--- src/rtl/guess_word_assembler_pkg.sv ---
`default_nettype none
// ============================================================================
//  Module      : guess_word_assembler_pkg
//  Description : Shared constants and state encoding for the guess word
//                assembler (letter geometry, key codes, ASCII ranges).
//  Revision    : 1.0 - initial release
// ============================================================================
package guess_word_assembler_pkg;

  localparam int LETTERS = 5;
  localparam int CHAR_W  = 8;
  localparam int WORD_W  = LETTERS * CHAR_W;

  localparam logic [7:0] KEY_BS      = 8'h08;
  localparam logic [7:0] KEY_ENTER   = 8'h0D;

  localparam logic [7:0] ASCII_UP_A  = 8'h41;
  localparam logic [7:0] ASCII_UP_Z  = 8'h5A;
  localparam logic [7:0] ASCII_LO_A  = 8'h61;
  localparam logic [7:0] ASCII_LO_Z  = 8'h7A;
  localparam logic [7:0] CASE_OFFSET = 8'h20;

  typedef enum logic {
    COLLECT = 1'b0,
    ISSUE   = 1'b1
  } state_t;

endpackage : guess_word_assembler_pkg
`default_nettype wire

--- src/rtl/guess_word_assembler_key_classify.sv ---
`default_nettype none
// ============================================================================
//  Module      : guess_word_assembler_key_classify
//  Description : Combinational key decoder. Flags letters (either case),
//                backspace and enter, and folds lowercase letters to
//                uppercase.
//  Ports       : i_key_code     - raw ASCII key code
//                o_is_letter    - code is 'A'..'Z' or 'a'..'z'
//                o_is_bs        - code is the backspace key
//                o_is_enter     - code is the enter key
//                o_letter_upper - uppercase form of the letter
//  Revision    : 1.0 - initial release
// ============================================================================
module guess_word_assembler_key_classify
  import guess_word_assembler_pkg::*;
#(
  parameter logic [7:0] KEY_BS_CODE    = guess_word_assembler_pkg::KEY_BS,
  parameter logic [7:0] KEY_ENTER_CODE = guess_word_assembler_pkg::KEY_ENTER
) (
  input  logic [7:0] i_key_code,
  output logic       o_is_letter,
  output logic       o_is_bs,
  output logic       o_is_enter,
  output logic [7:0] o_letter_upper
);

  logic w_is_upper;
  logic w_is_lower;

  assign w_is_upper     = (i_key_code >= ASCII_UP_A) && (i_key_code <= ASCII_UP_Z);
  assign w_is_lower     = (i_key_code >= ASCII_LO_A) && (i_key_code <= ASCII_LO_Z);
  assign o_is_letter    = w_is_upper || w_is_lower;
  assign o_is_bs        = (i_key_code == KEY_BS_CODE);
  assign o_is_enter     = (i_key_code == KEY_ENTER_CODE);
  assign o_letter_upper = w_is_lower ? (i_key_code - CASE_OFFSET) : i_key_code;

endmodule : guess_word_assembler_key_classify
`default_nettype wire

--- src/rtl/guess_word_assembler.sv ---
`default_nettype none
// ============================================================================
//  Module      : guess_word_assembler
//  Description : Collects key strobes into a 5-letter uppercase guess and
//                hands it to the guess register over a valid/ack handshake.
//  Ports       : clk          - rising-edge clock
//                clr          - asynchronous active-low clear
//                key_valid    - key_code qualifier strobe
//                key_code     - ASCII key code
//                word_out     - packed letters, letter 0 in the MSB byte
//                word_valid   - complete guess held in word_out
//                word_ack     - consumer accepts word_out
//                word_load    - word_valid & word_ack (guess register ie)
//                letter_count - letters currently buffered
//                enter_err    - one-cycle pulse on a premature enter
//  Revision    : 1.0 - initial release
// ============================================================================
module guess_word_assembler
  import guess_word_assembler_pkg::*;
#(
  parameter logic [7:0] KEY_BS_CODE    = guess_word_assembler_pkg::KEY_BS,
  parameter logic [7:0] KEY_ENTER_CODE = guess_word_assembler_pkg::KEY_ENTER
) (
  input  logic              clk,
  input  logic              clr,
  input  logic              key_valid,
  input  logic [7:0]        key_code,
  output logic [WORD_W-1:0] word_out,
  output logic              word_valid,
  input  logic              word_ack,
  output logic              word_load,
  output logic [2:0]        letter_count,
  output logic              enter_err
);

  localparam logic [2:0] c_FULL = 3'(LETTERS);

  state_t     r_state;
  state_t     w_state_nxt;
  logic [2:0] r_count;
  logic [2:0] w_count_nxt;
  logic       r_err;
  logic       w_err_nxt;
  logic       w_store;
  logic       w_erase;
  logic       w_flush;

  logic       w_is_letter;
  logic       w_is_bs;
  logic       w_is_enter;
  logic [7:0] w_letter_upper;

  guess_word_assembler_key_classify #(
    .KEY_BS_CODE    (KEY_BS_CODE),
    .KEY_ENTER_CODE (KEY_ENTER_CODE)
  ) u_classify (
    .i_key_code     (key_code),
    .o_is_letter    (w_is_letter),
    .o_is_bs        (w_is_bs),
    .o_is_enter     (w_is_enter),
    .o_letter_upper (w_letter_upper)
  );

  always_ff @(posedge clk or negedge clr) begin
    if (!clr) begin
      r_state <= COLLECT;
      r_count <= 3'd0;
      r_err   <= 1'b0;
    end else begin
      r_state <= w_state_nxt;
      r_count <= w_count_nxt;
      r_err   <= w_err_nxt;
    end
  end

  // Keys are only interpreted in COLLECT; in ISSUE the buffer is frozen
  // until the consumer acknowledges, which flushes it in one step.
  always_comb begin
    w_state_nxt = r_state;
    w_count_nxt = r_count;
    w_err_nxt   = 1'b0;
    w_store     = 1'b0;
    w_erase     = 1'b0;
    w_flush     = 1'b0;
    case (r_state)
      COLLECT: begin
        if (key_valid) begin
          if (w_is_letter) begin
            if (r_count < c_FULL) begin
              w_store     = 1'b1;
              w_count_nxt = r_count + 3'd1;
            end
          end else if (w_is_bs) begin
            if (r_count != 3'd0) begin
              w_erase     = 1'b1;
              w_count_nxt = r_count - 3'd1;
            end
          end else if (w_is_enter) begin
            if (r_count == c_FULL) begin
              w_state_nxt = ISSUE;
            end else begin
              w_err_nxt = 1'b1;
            end
          end
        end
      end
      ISSUE: begin
        if (word_ack) begin
          w_flush     = 1'b1;
          w_count_nxt = 3'd0;
          w_state_nxt = COLLECT;
        end
      end
      default: w_state_nxt = COLLECT;
    endcase
  end

  // One enabled byte register per letter position. A store targets the
  // slot at the current count; a backspace clears the slot just below it.
  for (genvar i = 0; i < LETTERS; i++) begin : g_slot
    logic [CHAR_W-1:0] r_slot;

    always_ff @(posedge clk or negedge clr) begin
      if (!clr) begin
        r_slot <= '0;
      end else if (w_flush) begin
        r_slot <= '0;
      end else if (w_store && (r_count == 3'(i))) begin
        r_slot <= w_letter_upper;
      end else if (w_erase && (r_count == 3'(i + 1))) begin
        r_slot <= '0;
      end
    end

    assign word_out[WORD_W-1-CHAR_W*i -: CHAR_W] = r_slot;
  end

  assign word_valid   = (r_state == ISSUE);
  assign word_load    = (r_state == ISSUE) && word_ack;
  assign letter_count = r_count;
  assign enter_err    = r_err;

endmodule : guess_word_assembler
`default_nettype wire

--- config.mk ---
export PLATFORM = sky130hd
export DESIGN_NAME = guess_word_assembler
export DESIGN_NICKNAME = d
export VERILOG_FILES = /design/src/rtl/guess_word_assembler_pkg.sv /design/src/rtl/guess_word_assembler_key_classify.sv /design/src/rtl/guess_word_assembler.sv
export SDC_FILE = /design/constraint.sdc
export NUM_CORES = 1
export LEC_CHECK = 0
export CORE_ASPECT_RATIO = 1.75
export CORE_MARGIN = 2
export CORE_UTILIZATION = 52
export DETAILED_ROUTE_END_ITERATION = 10
export GPL_TIMING_DRIVEN = 1
export PLACE_DENSITY = 0.88
export SYNTH_ARGS = -nofsm -noshare
export SYNTH_HDL_FRONTEND = slang
export SYNTH_SLANG_ARGS = --single-unit
--- constraint.sdc ---
create_clock -name clk -period 5.25 [get_ports clk]
set_clock_uncertainty 0.15 [all_clocks]
set_input_delay 1.05 -clock clk [delete_from_list [all_inputs] [get_ports clk]]
set_output_delay 1.05 -clock clk [all_outputs]
set_load 0.1 [all_outputs]
==> results.txt <==
* Dominant register cell in the synthesized netlist: dfrtp_1
- The net count of the finished layout is 274.
- Ratio of total power to cell area: 636 nW/um2
- Iteration count of the initial detailed-routing pass: 4
* Full die area: 4830 um2
- Largest net degree at the start of global routing: 46
* TritonCTS clock tree: yes
- Detailed-route DRC error count: 0
- Count of port buffers added during placement: 57
- Synthesis warning total: 0
- The number of global-route vias before repair is 1864.
- For this design the static power due to leakage is 1.24 nW.
- Data arrives at the worst endpoint at 2.38 ns.
- Required time at the worst-slack endpoint: 4.05 ns
- Routability Congestion: 0.963
* Max frequency: 280 MHz
- Setup repair after global routing left no endpoint under its margin.
- Hold Vio Cnt, Final: 0
- Wire length of the first global-routing pass: 9560 um
- Clock transition at the registers of the reported paths: 0.08 ns
- Status: finished clean
- Final-report max-slew violation count: 0
- Area Growth Syn to Fin: 30.2%
- For this run, the register share of the synthesized area comes to 0.507.
- The synthesized design spends more area on one cell type than any other, namely dfrtp_1.
* Core area: 4110 um2
- #FFs+latches synth: 45
- Maximum vdd drop: 478 uV
- In this run, post-CTS repair resized a total of 0 instances.
- Using the TritonRoute via totals, the vias-per-cell ratio works out to 6.03.
- Multi-input logic area: 1000 um2
* Antenna diode count: 0
* Startpoint type of the worst setup path: primary input
* GRT Resource Usage Total: 0.272
- Counting flops with a built-in enable in the synthesized netlist gives 0.
- Top cells by area in the synthesized netlist: dfrtp_1 (51%), a32o_1 (6.3%), nand2_1 (5.4%)
- Clock H-tree levels: 2
- Setup TNS: 0 ns
- Actual slew at the worst max-slew pin: 1.12 ns
- The number of clock buffers added by TritonCTS is 5.
- In this run the horizontal extent of the chip is 53.4 um.
- Most frequent cell after synthesis: dfrtp_1
- DRC marker count from the first detailed-route iteration: 66
- Clock latency on the worst-skew pair: 0.30 ns
- Shortest period the worst path allows: 3.58 ns
* Number of vias after detailed routing: 1826
* Normalized max-slew margin: 0.249
- By count the netlist is led by dfrtp_1 (45), nand2_1 (32), a32o_1 (14).
* Top fanout value on the critical path: 27
* Count of different cell masters after synthesis: 48
- The min-delay analysis places its worst path in the category flip-flop to flip-flop.
- The number of setup buffers added after CTS is 0.
* Fraction of final layout cells with drive strength greater than 1: 0.0945
* Average footprint of a synthesized cell: 11.1 um2
- Final clock period utilization by the worst path: 0.681
- The synthesized netlist occupies a cell area of 2220 um2.
* Syn nets: 220
* Worst hold margin: 0.339 ns
- Sort of element at the end of the critical path: output port
* Critical path class: primary input to output port
- Detailed placement ended at an HPWL of 4230 um.
* Total number of clock tree sinks: 45
* Count of mapped cells out of synthesis: 200
- Post-synth top area share: 0.507
- Asr flop ratio synth: 1.00
* Initial cell density of the core: 0.540
- The routed design has 5790 um of wire.
- In the final layout, flip-flops and latches occupy 1130 um2.
* Max Cap Violations: 0
- Once detail routing completed, the nets flagged for antenna violations numbered 0.
* Total overflow reported by the global router: 0
- Number of primary I/O pins: 58
- Antenna violations before repair: 0
- In this run the vertical extent of the chip is 90.5 um.
- The clock passes through at most 2 buffers.
- Fill count: 322
- Setup violations remaining at the end of the flow were counted as 0.
* Cts-stage hold buffer count: 0
* Root Buffer: clkbuf_8
- After floorplanning, the core was divided into 31 placement rows.
- Average wire per cell in the routed design: 19.1 um
[area by class of cell]
class,count,share of cell area
clock inverter,2,0.0121
sequential,45,0.389
inverter,8,0.0104
clock buffer,5,0.0238
timing repair buffer,58,0.197
tap,49,0.0212
multi-input combinational,136,0.346
[metal layers]
layer,share of wire,track usage,vias up,routed length [um]
met2,0.54,0.432,67,3140
met1,0.38,0.346,897,2210
met5,0,0,-,0
met4,0.038,0.139,0,219
met3,0.039,0.0414,17,223
li1,-,-,845,-
[kinds of logic after synthesis]
| kind of cell | after synthesis | share of synthesized area |
|---|---|---|
| AO/OA/AOI/OAI | 58 | 0.227 |
| adder cells (fa/ha/maj) | 8 | 0.0450 |
| buffers and inverters | 19 | 0.0422 |
| flip-flops | 45 | 0.507 |
| multiplexers | 1 | 0.00450 |
| AND/OR/NAND/NOR | 69 | 0.175 |
[worst max-delay path, cell delays in order]
cell	delay (ns)
clkdlybuf4s50_1	0.47
nand2_1	0.05
buf_4	0.23
inv_1	0.23
buf_4	0.34
[flip-flops by register name (all words and copies together), names as in the netlist]
| register | cells |
|---|---|
| g_slot.r_slot | 40 |
| word_valid | 1 |
| letter_count | 3 |
| enter_err | 1 |
[cells in the final DEF, fill, tap and decap left out, drive strengths merged, types with 2 or more instances in the layout]
cell type and n:
o221a 2, nor4 4, nand2b 2, nand2 32, a22o 7, a32o 14
nor4b 2, buf 3, dfrtp 45, a21oi 4, nor2b 2, and2 5
o2bb2ai 7, a211oi 2, nor2 6, inv 8, nor3 4, clkbuf 5
o21bai 2, nand3 3, ha 8, clkdlybuf4s50 55, and3 3, o21ai 13
[power breakdown]
part | total [W] | internal, W | switching [W]
Clock | 0.000252 | 0.000138 | 0.000114
Combinational | 0.00109 | 0.000257 | 0.000832
Sequential | 0.000501 | 0.000436 | 0.0000650
[per-stage QoR]
step,worst slack [ns],util,std cells,total power [W],instance area (um2)
floorplan,1.96,-,200,0.00133,2220
global placement,1.56,0.679,296,0.00159,2790
detailed placement,1.48,0.679,296,0.00160,2790
CTS,1.67,0.704,303,0.00185,2890
global route,1.59,0.704,303,0.00191,2890
finish,1.67,0.704,303,0.00184,2890
[worst paths after layout]
check / startpoint / end / slack, ns / depth (start not counted)
worst max register to register: letter_count[2] / g_slot[3].r_slot[0] / 2.69 / 5
worst min register to register: g_slot[2].r_slot[5] / g_slot[2].r_slot[5] / 0.34 / 1
min in group asynchronous: clr / g_slot[1].r_slot[6] / 0.76 / 1
worst max-delay path: word_ack / word_load / 1.67 / 5
worst min-delay path: g_slot[2].r_slot[5] / g_slot[2].r_slot[5] / 0.34 / 1
max in group asynchronous: clr / g_slot[2].r_slot[3] / 3.60 / 1
(Power assumes the default switching activity.)
